`src/rtl/psr_branch_unit_if.sv`:
```
// Flag-write and branch-resolution bus between the ALU/decode side and the fetch stage.
interface psr_branch_unit_if;
  logic [15:0] flags_in;
  logic        arith_we;
  logic        cmp_we;
  logic        psr_wr_en;
  logic [15:0] psr_wr_data;
  logic        br_req;
  logic [3:0]  cond;
  logic [15:0] br_target;
  logic        br_ack;
  logic [15:0] psr_out;
  logic        br_valid;
  logic        br_taken;
  logic [15:0] br_addr;
  logic        busy;

  modport master (
    output flags_in, arith_we, cmp_we, psr_wr_en, psr_wr_data,
           br_req, cond, br_target, br_ack,
    input  psr_out, br_valid, br_taken, br_addr, busy
  );

  modport slave (
    input  flags_in, arith_we, cmp_we, psr_wr_en, psr_wr_data,
           br_req, cond, br_target, br_ack,
    output psr_out, br_valid, br_taken, br_addr, busy
  );
endinterface

```
`src/rtl/psr_branch_unit.sv`:
```
// Processor status register plus conditional-branch resolver with a registered
// taken/target decision handed to fetch over valid/ack.
module psr_branch_unit (
  input  logic               i_clk,
  input  logic               i_reset,
  psr_branch_unit_if.slave   bus
);
  typedef enum logic [1:0] {ST_IDLE, ST_WAIT, ST_HOLD} state_t;

  state_t      r_state, w_nxt;
  logic        r_n, r_z, r_f, r_l, r_c;
  logic [3:0]  r_cond;
  logic [15:0] r_addr;
  logic        r_taken;
  logic        w_cap, w_ld_taken, w_any_we, w_eval;
  logic [3:0]  w_cond_sel;
  logic        w_unused;

  assign w_unused = ^{bus.flags_in[15:8], bus.flags_in[4:3], bus.flags_in[1],
                      bus.psr_wr_data[15:8], bus.psr_wr_data[4:3], bus.psr_wr_data[1]};

  function automatic logic f_eval(input logic [3:0] c, input logic n, z, f, l, cy);
    case (c)
      4'h0: f_eval = z;
      4'h1: f_eval = !z;
      4'h2: f_eval = cy;
      4'h3: f_eval = !cy;
      4'h4: f_eval = l;
      4'h5: f_eval = !l;
      4'h6: f_eval = n;
      4'h7: f_eval = !n;
      4'h8: f_eval = f;
      4'h9: f_eval = !f;
      4'hA: f_eval = !l && !z;
      4'hB: f_eval = l || z;
      4'hC: f_eval = !n && !z;
      4'hD: f_eval = n || z;
      4'hE: f_eval = 1'b1;
      default: f_eval = 1'b0;
    endcase
  endfunction

  // Software write wins outright; the two ALU enables touch disjoint flag groups.
  always_ff @(posedge i_clk or negedge i_reset) begin
    if (!i_reset) begin
      {r_n, r_z, r_f, r_l, r_c} <= '0;
    end else if (bus.psr_wr_en) begin
      r_n <= bus.psr_wr_data[7];
      r_z <= bus.psr_wr_data[6];
      r_f <= bus.psr_wr_data[5];
      r_l <= bus.psr_wr_data[2];
      r_c <= bus.psr_wr_data[0];
    end else begin
      if (bus.arith_we) begin
        r_f <= bus.flags_in[5];
        r_c <= bus.flags_in[0];
      end
      if (bus.cmp_we) begin
        r_n <= bus.flags_in[7];
        r_z <= bus.flags_in[6];
        r_l <= bus.flags_in[2];
      end
    end
  end

  assign w_any_we = bus.arith_we | bus.cmp_we | bus.psr_wr_en;

  always_comb begin
    w_nxt      = r_state;
    w_cap      = 1'b0;
    w_ld_taken = 1'b0;
    case (r_state)
      ST_IDLE: begin
        if (bus.br_req) begin
          w_cap = 1'b1;
          // A same-cycle flag write would be missed; defer evaluation one cycle.
          if (w_any_we) begin
            w_nxt = ST_WAIT;
          end else begin
            w_nxt      = ST_HOLD;
            w_ld_taken = 1'b1;
          end
        end
      end
      ST_WAIT: begin
        w_ld_taken = 1'b1;
        w_nxt      = ST_HOLD;
      end
      ST_HOLD: begin
        if (bus.br_ack) w_nxt = ST_IDLE;
      end
      default: w_nxt = ST_IDLE;
    endcase
  end

  assign w_cond_sel = (r_state == ST_IDLE) ? bus.cond : r_cond;
  assign w_eval     = f_eval(w_cond_sel, r_n, r_z, r_f, r_l, r_c);

  always_ff @(posedge i_clk or negedge i_reset) begin
    if (!i_reset) begin
      r_state <= ST_IDLE;
      r_cond  <= '0;
      r_addr  <= '0;
      r_taken <= 1'b0;
    end else begin
      r_state <= w_nxt;
      if (w_cap) begin
        r_cond <= bus.cond;
        r_addr <= bus.br_target;
      end
      if (w_ld_taken) r_taken <= w_eval;
    end
  end

  assign bus.psr_out  = {8'b0, r_n, r_z, r_f, 2'b00, r_l, 1'b0, r_c};
  assign bus.br_valid = (r_state == ST_HOLD);
  assign bus.br_taken = r_taken;
  assign bus.br_addr  = r_addr;
  assign bus.busy     = (r_state != ST_IDLE);
endmodule
```
`src/flat_wrapper.sv`:
```
// flat-port wrapper written by rule: the top's interface ports become plain ports
module psr_branch_unit_flat 
  (i_clk, i_reset, bus_flags_in, bus_arith_we, bus_cmp_we, bus_psr_wr_en, bus_psr_wr_data, bus_br_req, bus_cond, bus_br_target, bus_br_ack, bus_psr_out, bus_br_valid, bus_br_taken, bus_br_addr, bus_busy);
  psr_branch_unit_if bus_i ();
  input  logic i_clk;
  input  logic i_reset;
  input wire logic [$bits(bus_i.flags_in)-1:0] bus_flags_in;
  input wire logic [$bits(bus_i.arith_we)-1:0] bus_arith_we;
  input wire logic [$bits(bus_i.cmp_we)-1:0] bus_cmp_we;
  input wire logic [$bits(bus_i.psr_wr_en)-1:0] bus_psr_wr_en;
  input wire logic [$bits(bus_i.psr_wr_data)-1:0] bus_psr_wr_data;
  input wire logic [$bits(bus_i.br_req)-1:0] bus_br_req;
  input wire logic [$bits(bus_i.cond)-1:0] bus_cond;
  input wire logic [$bits(bus_i.br_target)-1:0] bus_br_target;
  input wire logic [$bits(bus_i.br_ack)-1:0] bus_br_ack;
  output wire logic [$bits(bus_i.psr_out)-1:0] bus_psr_out;
  output wire logic [$bits(bus_i.br_valid)-1:0] bus_br_valid;
  output wire logic [$bits(bus_i.br_taken)-1:0] bus_br_taken;
  output wire logic [$bits(bus_i.br_addr)-1:0] bus_br_addr;
  output wire logic [$bits(bus_i.busy)-1:0] bus_busy;
  assign bus_i.flags_in = bus_flags_in;
  assign bus_i.arith_we = bus_arith_we;
  assign bus_i.cmp_we = bus_cmp_we;
  assign bus_i.psr_wr_en = bus_psr_wr_en;
  assign bus_i.psr_wr_data = bus_psr_wr_data;
  assign bus_i.br_req = bus_br_req;
  assign bus_i.cond = bus_cond;
  assign bus_i.br_target = bus_br_target;
  assign bus_i.br_ack = bus_br_ack;
  assign bus_psr_out = bus_i.psr_out;
  assign bus_br_valid = bus_i.br_valid;
  assign bus_br_taken = bus_i.br_taken;
  assign bus_br_addr = bus_i.br_addr;
  assign bus_busy = bus_i.busy;
  psr_branch_unit u_core (.i_clk(i_clk), .i_reset(i_reset), .bus(bus_i));
endmodule
```
`config.mk`:
```
export PLATFORM = sky130hd
export DESIGN_NAME = psr_branch_unit_flat
export DESIGN_NICKNAME = d
export VERILOG_FILES = /design/src/rtl/psr_branch_unit_if.sv /design/src/rtl/psr_branch_unit.sv /design/src/flat_wrapper.sv
export SDC_FILE = /design/constraint.sdc
export NUM_CORES = 1
export LEC_CHECK = 0
export ABC_CLOCK_PERIOD_IN_PS = 2610
export CORE_UTILIZATION = 37
export DETAILED_ROUTE_END_ITERATION = 8
export PLACE_DENSITY = 0.79
export SLEW_MARGIN = 10
export SYNTH_ARGS = -nofsm -noshare
export SYNTH_HDL_FRONTEND = slang
export SYNTH_SLANG_ARGS = --single-unit
```
`constraint.sdc`:
```
create_clock -name i_clk -period 2.61 [get_ports i_clk]
set_input_delay 0.261 -clock i_clk [delete_from_list [all_inputs] [get_ports i_clk]]
set_output_delay 0.261 -clock i_clk [all_outputs]
set_load 0.02 [all_outputs]
```
==> metrics.md, run 1 <==
| Metric | Value |
|---|---|
| Number of synthesized register bits | 28 |
| Peak fanout along the critical path | 14 |
| Share of synthesized registers carrying an async set or reset | 1.000 |
| Post-detail-place hpwl | 2525 um |
| Post-placement setup slack | 0.1311 ns |
| Total internal power | 1350 uW |
| Post-route insts no fill | 248 |
| Launching element type of the critical path | flip-flop |
| CP Data Required Time | 2.77 ns |
| Number of endpoints with negative hold slack in the final report | 0 |
| GP Congestion | 0.7967 |
| Total of max-cap violations | 0 |
| Total detailed-routing wirelength | 3288 um |
| Vias in the first global route | 1275 |
| Most used DFF post-synth | dfrtp_1 |
| Capture point of the worst path | u_core.bus.br_taken |
| Depth of the worst register-to-register path | 6 |
| First-pass GRT wire length | about 5400 um |
| Width of the die | 67.12 um |
| Detailed-routing iteration count for the pre-antenna-repair pass | 4 |
| Count of antenna diodes in the layout | 0 |
| Post-Syn Area per Cell | 10.90 sq um |
| Number of max-slew violations in the final report | 0 |
| Proportion of power drawn by the clock network | 0.102 |
| Peak supply drop | about 0.57 mV |
| Share of layout cells above drive strength 1 | 0.08081 |
| Total routing resource utilization after global routing | 0.1583 |
| Leakage power total | between 0.0009 and 0.001 uW |
| H-Tree Level Count | 1 |
| Most frequent cells in the layout | clkdlybuf4s50_1 (60), dfrtp_1 (28), mux2_1 (13) |
| Dominant combinational cell family by area after synthesis | multiplexers |
| Xor/xnor share of the synthesized area | 0.01675 |
| # hold bufs at CTS | 0 |
| Hold_ws | roughly 0.36 ns |
| Vias/cell | 4.992 |
| Yosys synthesis warning count | 0 |
| Share of total power consumed by net switching | 0.3886 |
| Initial DRC Count | 26 |
| R2R Path End | u_core.bus.br_taken |
| Initial core utilization | 0.3894 |
| Number of ports placed on the die boundary | 94 |
| Worst reg2reg path startpoint | u_core.r_state[0] |
| Achievable frequency | 0.4390 GHz |
| Count of buffers inserted at the top-level ports | 60 |
| Setup TNS after final layout | 0 ns |
| Number of vias in the routed layout | 1238 |
| Switching power | 858.0 uW |
| Reg clk slew, reported paths | ~0.090 ns |
| Crit path setup slack, layout | 0.3319 ns |
| Inst Count DP | 245 |
| Final Util | 0.5416 |
| Leading cell type in the layout, fill and taps excluded | clkdlybuf4s50_1 |
| Cts bufs inserted | 3 |
| Number of setup violations in the final report | 0 |
| Combinational fraction of design power | 0.547 |
| Part of the cycle the worst path needs | 0.8728 |
| Count of different cell masters after synthesis | 41 |
| Arr. time, crit path | 2.44 ns |
| Worst clock skew | 0.005013 ns |
| Core area | 4029 sq um |
| Die outline height | about 67 um |
| Share of the synthesized area in compound gates (AO/OA/AOI/OAI) | 0.1156 |
| Library cell used as clock root buffer | clkbuf_8 |
| Floorplan row count | 23 |
| Antenna-violating nets left | 0 |
| Clock sinks | 28 |
| Timing startpoint of the critical path | u_core.r_state[0] |
| Initial antenna violation count | 0 |
| Crit path kind | reg2reg |
| Simple-gate share of the synthesized area | 0.1308 |
| Power density over cell area | 1012 nW/um^2 |
| Resize count post-CTS | 0 |
| Minimum clock period | 2.278 ns |
| Clock Path Buffers | 2 |
| DRC errors left | 0 |
| Growth of design area from synthesis to finish | 39.07% |
| Overflow left after global routing | 0 |
| Hold Crit Class | in2async |
| Adder and majority gate portion of the synthesized area | 0 |
| Number of setup buffers added after CTS | 0 |
| Die Footprint | 4505 sq um |
| Layout net count | 259 |
| TritonCTS clock tree | done |
| RSZ-0062 raised after global routing | false |
| Reg-to-reg setup timing slack | 0.33 ns |
| Number of enable flip-flop cells after synthesis | 0 |
| Synthesized netlist cell count | 144 |
| Run status | finished, final reports clean |
| Worst-skew pair later-pin latency | 0.27 ns |
| Register area share after synthesis | 0.4466 |
| Mapped cell area | 1569 sq um |
| Average detailed-routed wire length per instance | 13.26 um |
| Pin count of the biggest net entering global routing | 29 |
| Portion of netlist area occupied by mux cells | 0.1914 |
| Sequential cell fraction of total power | 0.351 |
| Crit path capture type | flip-flop |
## registers in the layout, summed over array words and instances, names as in the netlist
register and flops:
u_core.r_c 1, u_core.bus.br_addr 16, u_core.r_state 2, u_core.r_n 1
u_core.r_f 1, u_core.r_cond 4, u_core.r_l 1, u_core.r_z 1
u_core.bus.br_taken 1
## cell families (layout without fill, tap and decap cells)
family	Yosys count	after routing
AO/OA/AOI/OAI	26	26
XOR/XNOR	3	3
buffers and inverters	23	67
flip-flops	28	28
multiplexers	27	27
other	1	11
AND/OR/NAND/NOR	36	36
## through the flow
stage	cell area, sq um	power [uW]
6_report	2182	2208
4_1_cts	2182	2225
3_3_place_gp	2141	1967
2_1_floorplan	1607	1514
5_1_grt	2182	2349
3_5_place_dp	2141	1993
## power by group through the flow
| stage | logic (uW) | clock network (uW) | registers, uW |
|---|---|---|---|
| floorplan | 610 | 0 | 904 |
| global placement | 1190 | 0 | 773 |
| detailed placement | 1210 | 0 | 785 |
| CTS | 1220 | 235 | 775 |
| global route | 1300 | 250 | 803 |
| finish | 1210 | 226 | 774 |
## cell usage after synthesis, types with 2 or more instances
master | count | area, sq um
mux2_1 | 13 | 146.4
nor3_1 | 3 | 15.01
mux2i_1 | 6 | 60.06
nand3_1 | 2 | 10.01
nand3b_1 | 2 | 15.01
buf_4 | 16 | 120.1
xor2_1 | 2 | 17.52
o21ai_0 | 9 | 45.04
nor2_1 | 5 | 18.77
buf_2 | 4 | 20.02
nand2_1 | 10 | 37.54
a21oi_1 | 3 | 15.01
and3_1 | 2 | 12.51
a21boi_0 | 2 | 15.01
nor2b_1 | 2 | 12.51
mux2_2 | 7 | 78.83
dfrtp_1 | 28 | 700.7
o21a_1 | 2 | 15.01
nor3b_1 | 3 | 22.52
o21ai_1 | 2 | 10.01
## layout make-up
class / count / area (sq um)
fill: 351 / 1847
multi-input combinational: 103 / 754.5
sequential: 28 / 700.7
timing repair buffer: 62 / 615.6
tap: 50 / 62.56
clock buffer: 3 / 41.29
inverter: 2 / 7.507
## routing by layer
metal  wire [um]  global-route usage  vias up
met5           0                   0        -
met4          54             0.07447        0
met3         269             0.05308        4
met2        1596              0.2638       50
met1        1368              0.1810      586
li1            -                   -      598
## worst min-delay path by stage
stage | cells past startpoint | slack, ns | startpoint | end
after floorplan | 0 | -0.03 | i_reset | u_core.bus.br_addr[0]
after global placement | 1 | 0.47 | u_core.bus.br_addr[6] | u_core.bus.br_addr[6]
after global routing | 2 | 0.40 | i_reset | u_core.bus.br_addr[13]
after CTS | 2 | 0.37 | i_reset | u_core.bus.br_addr[11]
after detailed placement | 1 | 0.48 | u_core.bus.br_addr[12] | u_core.bus.br_addr[12]
final | 2 | 0.36 | i_reset | u_core.bus.br_addr[13]
## critical path: stages, from the launching register on
cell,delay [ns]
dfrtp_1,0.52
o21ai_1,0.30
nand2_1,0.17
or4_1,0.51
a32oi_2,0.24
o2111ai_1,0.16
mux2_4,0.29
(Power assumes the default switching activity.)
==> run 2: changes to the inputs <==
--- a/config.mk
+++ b/config.mk
@@ -8,7 +8,9 @@
 export ABC_CLOCK_PERIOD_IN_PS = 2610
 export CORE_UTILIZATION = 37
 export DETAILED_ROUTE_END_ITERATION = 8
+export GPL_TIMING_DRIVEN = 1
 export PLACE_DENSITY = 0.79
+export RECOVER_POWER = 25
 export SLEW_MARGIN = 10
 export SYNTH_ARGS = -nofsm -noshare
 export SYNTH_HDL_FRONTEND = slang
==> run 2 against run 1 <==
Net effect:
- the flow now finishes with violations (max-capacitance violations, max-slew violations)
- clock power hardly changed
- sequential power barely moved
- global-route usage did not move
- non-clock buffer count stayed put
- sequential share of layout area grew 0.055 points
- clock skew is 0.00090 ns lower
- first-iteration DRC count up 3.8%
- utilization decreased by 0.093 points
- register-to-register slack is essentially flat
- routed wire length increased by 0.21%
- die area did not move
- worst setup slack better by 0.0022 ns
- critical path type unchanged
- critical endpoint unchanged
- largest power group unchanged
- highest routed layer unchanged
==> metrics.md, run 2 (synthesis gave the netlist of run 1 again) <==
| Metric | Value |
|---|---|
| Run status | finished with violations |
| Violated checks | max-capacitance violations, max-slew violations |
| Core area | 4029 sq um (unchanged) |
| Cell with the largest stage delay on the worst path | dfrtp_1 |
| Minimum clock period | 2.276 ns (-0.002239 ns) |
| Inst Count DP | 245 (unchanged) |
| Share of layout cells above drive strength 1 | 0.07576 (-0.005051) |
| Resize count post-CTS | 0 (unchanged) |
| Clock sinks | 28 (unchanged) |
| Peak supply drop | 0.5758 mV (+0.16%) |
| Initial DRC Count | 27 (+3.8%) |
| Die outline height | 67.12 um (unchanged) |
| Launching element type of the critical path | flip-flop |
| Total detailed-routing wirelength | 3295 um (+0.21%) |
| Number of max-slew violations in the final report | 28 (+28) |
| Total of max-cap violations | 1 (+1) |
| Growth of design area from synthesis to finish | 38.84% |
| Crit path capture type | flip-flop |
| Post-route insts no fill | 248 (unchanged) |
| Count of antenna diodes in the layout | 0 (unchanged) |
| Power density over cell area | 1013 nW/um^2 (+0.16%) |
| Leading cell type in the layout, fill and taps excluded | clkdlybuf4s50_1 |
| Achievable frequency | 0.4394 GHz (about the same) |
| CP Data Required Time | 2.77 ns (about the same) |
| Largest register FFs | 16 (unchanged) |
| Cts bufs inserted | 3 (unchanged) |
| Crit path setup slack, layout | 0.3341 ns (+0.002239 ns) |
| Hold Crit Class | reg2reg |
| Total routing resource utilization after global routing | 0.1583 (unchanged) |
| Longest individual stage delay on the worst path | 0.52 ns (about the same) |
| Setup TNS after final layout | 0 ns (unchanged) |
| Die Footprint | 4505 sq um (unchanged) |
| Arr. time, crit path | 2.44 ns (about the same) |
| Vias/cell | 4.992 (unchanged) |
| Reg-to-reg setup timing slack | 0.33 ns (about the same) |
| Library cell used as clock root buffer | clkbuf_8 |
| Number of setup buffers added after CTS | 0 (unchanged) |
| Worst clock skew | 0.004112 ns (-0.0009010 ns) |
| Instance area at placement | 2141 sq um (unchanged) |
| Number of ports placed on the die boundary | 94 (unchanged) |
| Most frequent cells in the layout | clkdlybuf4s50_1 (59), dfrtp_1 (28), mux2_1 (13) |
| List of cells traversed by the critical path | o21ai_1 -> nand2_1 -> or4_1 -> a32oi_2 -> o2111ai_1 -> mux2_4 |
| Transition time at the pin with the least slew margin | 1.503 ns |
| Pin count of the biggest net entering global routing | 29 (unchanged) |
| Number of endpoints with negative hold slack in the final report | 0 (unchanged) |
| Crit path kind | reg2reg |
| Clock Path Buffers | 2 (unchanged) |
| Layout net count | 259 (unchanged) |
| Reg clk slew, reported paths | 0.09 ns (about the same) |
| Peak fanout along the critical path | 14 (unchanged) |
| # hold bufs at CTS | 0 (unchanged) |
| CP top delay family | compound AO/OA/AOI/OAI gates |
| Vias in the first global route | 1275 (unchanged) |
| RSZ-0062 raised after global routing | false |
| Overflow left after global routing | 0 (unchanged) |
| TritonCTS clock tree | done |
| Detailed-routing iteration count for the pre-antenna-repair pass | 4 (unchanged) |
| Count of buffers inserted at the top-level ports | 60 (unchanged) |
| Worst path bufs/invs | 0 (unchanged) |
| Worst-skew pair later-pin latency | 0.27 ns (about the same) |
| Cell area after layout | 2178 sq um (-0.17%) |
| H-Tree Level Count | 1 (unchanged) |
| Post-detail-place hpwl | 2525 um (unchanged) |
| GP Congestion | 0.7967 (unchanged) |
| Worst slew margin | -0.001886 |
| Part of the cycle the worst path needs | 0.8720 (about the same) |
| Leakage power total | 0.0009212 uW (-0.36%) |
| Post-placement setup slack | 0.1311 ns (unchanged) |
| Initial antenna violation count | 0 (unchanged) |
| Width of the die | 67.12 um (unchanged) |
| Initial core utilization | 0.3894 (unchanged) |
| Average detailed-routed wire length per instance | 13.29 um (+0.21%) |
| DRC errors left | 0 (unchanged) |
| Antenna-violating nets left | 0 (unchanged) |
| Number of setup violations in the final report | 0 (unchanged) |
| First-pass GRT wire length | 5368 um (unchanged) |
| Number of vias in the routed layout | 1238 (unchanged) |
| Floorplan row count | 23 (unchanged) |
## run 2: cell count changes in the layout (fill, tap and decap cells not counted)
cell / delta
clkbuf_1: +1
clkdlybuf4s50_1: -1
dlygate4sd3_1: +1
buf_4: -1
## run 2: layout make-up
cell class / instances / area (sq um)
Multi-Input combinational cell: 103 / 754.5
Timing Repair Buffer: 62 / 611.8
Clock buffer: 3 / 41.29
Sequential cell: 28 / 700.7
Tap cell: 50 / 62.56
Inverter: 2 / 7.507
Fill cell: 353 / 1851
## run 2: through the flow
stage                     power [uW]    util  hold WS, ns
after detailed placement        1993  0.5314       0.4751
after global routing            2348  0.5407       0.5141
after floorplan                 1514       -     -0.03459
after CTS                       2225  0.5416       0.3694
final                           2207  0.5407       0.4879
after global placement          1967  0.5314       0.4656
## run 2: worst paths after layout
kind | endpoint | from | cells past startpoint
worst max-delay path | u_core.bus.br_taken | u_core.r_state[0] | 6
worst min-delay path | u_core.bus.br_addr[2] | u_core.bus.br_addr[2] | 1
worst max register to register | u_core.bus.br_taken | u_core.r_state[0] | 6
worst min register to register | u_core.bus.br_addr[2] | u_core.bus.br_addr[2] | 1
max in group asynchronous | u_core.r_n | i_reset | 2
min in group asynchronous | u_core.bus.br_addr[13] | i_reset | 2
## run 2: power by group
group / internal [uW] / leakage (uW) / total [uW] / switching [uW]
sequential: 618 / 0.000331 / 774 / 156
combinational: 627 / 0.000568 / 1210 / 579
clock: 103 / 0.0000216 / 227 / 124
total: 1350 / 0.000921 / 2210 / 859
## run 2: metal layers
metal,up-vias,global-route usage,share of wire
met2,48,0.2638,0.48
li1,598,-,-
met3,4,0.05308,0.080
met1,588,0.1810,0.42
met4,0,0.07447,0.016
met5,-,0,0
==> run 3: changes to the inputs <==
==> constraint.sdc (replaced) <==
create_clock -name i_clk -period 2.61 [get_ports i_clk]
set_input_delay 0.522 -clock i_clk [delete_from_list [all_inputs] [get_ports i_clk]]
set_output_delay 0.522 -clock i_clk [all_outputs]
set_load 0.02 [all_outputs]
==> run 3 against run 2 <==
Net effect:
- worst setup slack got worse by 0.15 ns
- clock skew down 0.0028 ns
- count of clock-buffer cells in the layout rose by 1
- the run still ends with max-capacitance violations, max-slew violations left
- critical path depth is 3 lower
- worst hold slack better by 0.0049 ns
- first-iteration DRC count grew 70%
- total power rose by 3.5%
- clock power is 19% higher
- final cell count grew 2.4%
- largest power group unchanged
- sequential share of layout area is 0.92 points lower
- global-route usage rose by 0.28 points
- critical path type is now reg2out
- flip-flop and latch count unchanged
==> metrics.md, run 3 (synthesis gave the netlist of run 1 again) <==
| Metric | Value |
|---|---|
| Worst slew margin | -0.03902 (-0.03714) |
| Launching element type of the critical path | flip-flop |
| Total detailed-routing wirelength | 3358 um (+1.9%) |
| Most frequent cells in the layout | clkdlybuf4s50_1 (59), dfrtp_1 (28), mux2_1 (13) |
| Worst path bufs/invs | 2 (+2) |
| Longest individual stage delay on the worst path | 0.56 ns (+0.04 ns) |
| Combinational fraction of design power | 0.542 (-0.005) |
| Die Footprint | 4505 sq um (unchanged) |
| Floorplan row count | 23 (unchanged) |
| Hold_ws | 0.4929 ns (+0.004926 ns) |
| Power density over cell area | 1019 nW/um^2 (+0.60%) |
| Number of max-slew violations in the final report | 29 (+3.6%) |
| Growth of design area from synthesis to finish | 42.90% |
| Clock Path Buffers | 2 (unchanged) |
| Largest register FFs | 16 (unchanged) |
| Worst-skew pair later-pin latency | 0.27 ns (about the same) |
| Part of the cycle the worst path needs | 0.9286 (+0.05663) |
| Crit path kind | reg2out |
| Arr. time, crit path | 1.90 ns (-0.54 ns) |
| Post-route insts no fill | 254 (+2.4%) |
| Initial antenna violation count | 0 (unchanged) |
| Instance area at placement | 2191 sq um (+2.3%) |
| Reg-to-reg setup timing slack | 0.34 ns (about the same) |
| Violated checks | max-capacitance violations, max-slew violations |
| Post-detail-place hpwl | 2586 um (+2.5%) |
| Antenna-violating nets left | 0 (unchanged) |
| Leakage power total | 0.0009562 uW (+3.8%) |
| Number of setup violations in the final report | 0 (unchanged) |
| Vias/cell | 4.996 (about the same) |
| CP top delay family | buffers and inverters |
| TritonCTS clock tree | done |
| Run status | finished with violations |
| Core area | 4029 sq um (unchanged) |
| Share of layout cells above drive strength 1 | 0.1029 (+0.02718) |
| Final Util | 0.5565 (+0.01584) |
| Vias in the first global route | 1241 (-2.7%) |
| Crit path capture type | output pin |
| Crit path setup slack, layout | 0.1863 ns (-0.1478 ns) |
| Clock sinks | 28 (unchanged) |
| Number of ports placed on the die boundary | 94 (unchanged) |
| Total internal power | 1407 uW (+4.3%) |
| Initial core utilization | 0.3894 (unchanged) |
| Overflow left after global routing | 0 (unchanged) |
| Share of total power consumed by net switching | 0.3845 (-0.004539) |
| Peak supply drop | 0.6813 mV (+18%) |
| Proportion of power drawn by the clock network | 0.118 (+0.015) |
| Total routing resource utilization after global routing | 0.1612 (+0.002821) |
| Achievable frequency | 0.4126 GHz (-6.1%) |
| Number of endpoints with negative hold slack in the final report | 0 (unchanged) |
| Transition time at the pin with the least slew margin | 1.559 ns (+0.05571 ns) |
| Post-placement setup slack | -0.07214 ns (-0.2033 ns) |
| Width of the die | 67.12 um (unchanged) |
| Peak fanout along the critical path | 14 (unchanged) |
| Detailed-routing iteration count for the pre-antenna-repair pass | 4 (unchanged) |
| Pin count of the biggest net entering global routing | 29 (unchanged) |
| Minimum clock period | 2.424 ns (+0.1478 ns) |
| Hold Crit Class | reg2reg |
| Cell with the largest stage delay on the worst path | clkdlybuf4s50_1 |
| CP Data Required Time | 2.09 ns (-0.68 ns) |
| Count of buffers inserted at the top-level ports | 60 (unchanged) |
| List of cells traversed by the critical path | nor2_1 -> inv_2 -> clkdlybuf4s50_1 |
| RSZ-0062 raised after global routing | false |
| Number of vias in the routed layout | 1269 (+2.5%) |
| First-pass GRT wire length | 5430 um (+1.2%) |
| Library cell used as clock root buffer | clkbuf_8 |
| Leading cell type in the layout, fill and taps excluded | clkdlybuf4s50_1 |
| Count of antenna diodes in the layout | 0 (unchanged) |
| Initial DRC Count | 46 (+70%) |
| Switching power | 878.7 uW (+2.3%) |
| Cell area after layout | 2242 sq um (+2.9%) |
| Reg clk slew, reported paths | 0.09 ns (about the same) |
| Worst clock skew | 0.001342 ns (-0.002770 ns) |
| Resize count post-CTS | 0 (unchanged) |
| Total of max-cap violations | 1 (unchanged) |
| Average detailed-routed wire length per instance | 13.22 um (-0.50%) |
| Layout net count | 264 (+1.9%) |
| Number of setup buffers added after CTS | 0 (unchanged) |
| Sequential cell fraction of total power | 0.340 (-0.011) |
| GP Congestion | 0.7987 (+0.25%) |
| Die outline height | 67.12 um (unchanged) |
| Inst Count DP | 250 (+2.0%) |
| DRC errors left | 0 (unchanged) |
| # hold bufs at CTS | 0 (unchanged) |
| H-Tree Level Count | 1 (unchanged) |
| Cts bufs inserted | 3 (unchanged) |
## run 3: area by class of cell
type / count / area [sq um]
clock buffers: 4 / 55.05
fillers: 359 / 1787
inverters: 2 / 7.507
multi-input cells: 103 / 754.5
flip-flops and latches: 28 / 700.7
well taps: 50 / 62.56
repair buffers: 67 / 661.9
## run 3: through the flow
stage / total power, uW / setup TNS, ns
6_report: 2286 / 0
5_1_grt: 2445 / 0
4_1_cts: 2307 / 0
3_5_place_dp: 2031 / -0.07214
3_3_place_gp: 2005 / -0.08349
2_1_floorplan: 1514 / 0
## run 3: worst paths after layout
kind | start | endpoint | cells after the start
worst max register to register | u_core.r_state[0] | u_core.bus.br_taken | 6
worst max-delay path | u_core.r_state[0] | bus_busy | 3
worst min register to register | u_core.bus.br_addr[9] | u_core.bus.br_addr[9] | 1
max in group asynchronous | i_reset | u_core.r_cond[0] | 2
worst min-delay path | u_core.bus.br_addr[9] | u_core.bus.br_addr[9] | 1
min in group asynchronous | i_reset | u_core.bus.br_addr[13] | 2
## run 3: metal layers
layer / track usage / share of wire
met1: 0.1979 / 0.43
met5: 0 / 0
met4: 0.06117 / 0.016
met2: 0.2563 / 0.46
met3: 0.05822 / 0.094
## run 3: power by group through the flow
| stage | Combinational [uW] | Sequential, uW | Clock (uW) |
|---|---|---|---|
| floorplan | 610 | 904 | 0 |
| global placement | 1230 | 773 | 0 |
| detailed placement | 1240 | 788 | 0 |
| CTS | 1250 | 779 | 278 |
| global route | 1340 | 804 | 297 |
| finish | 1240 | 777 | 269 |
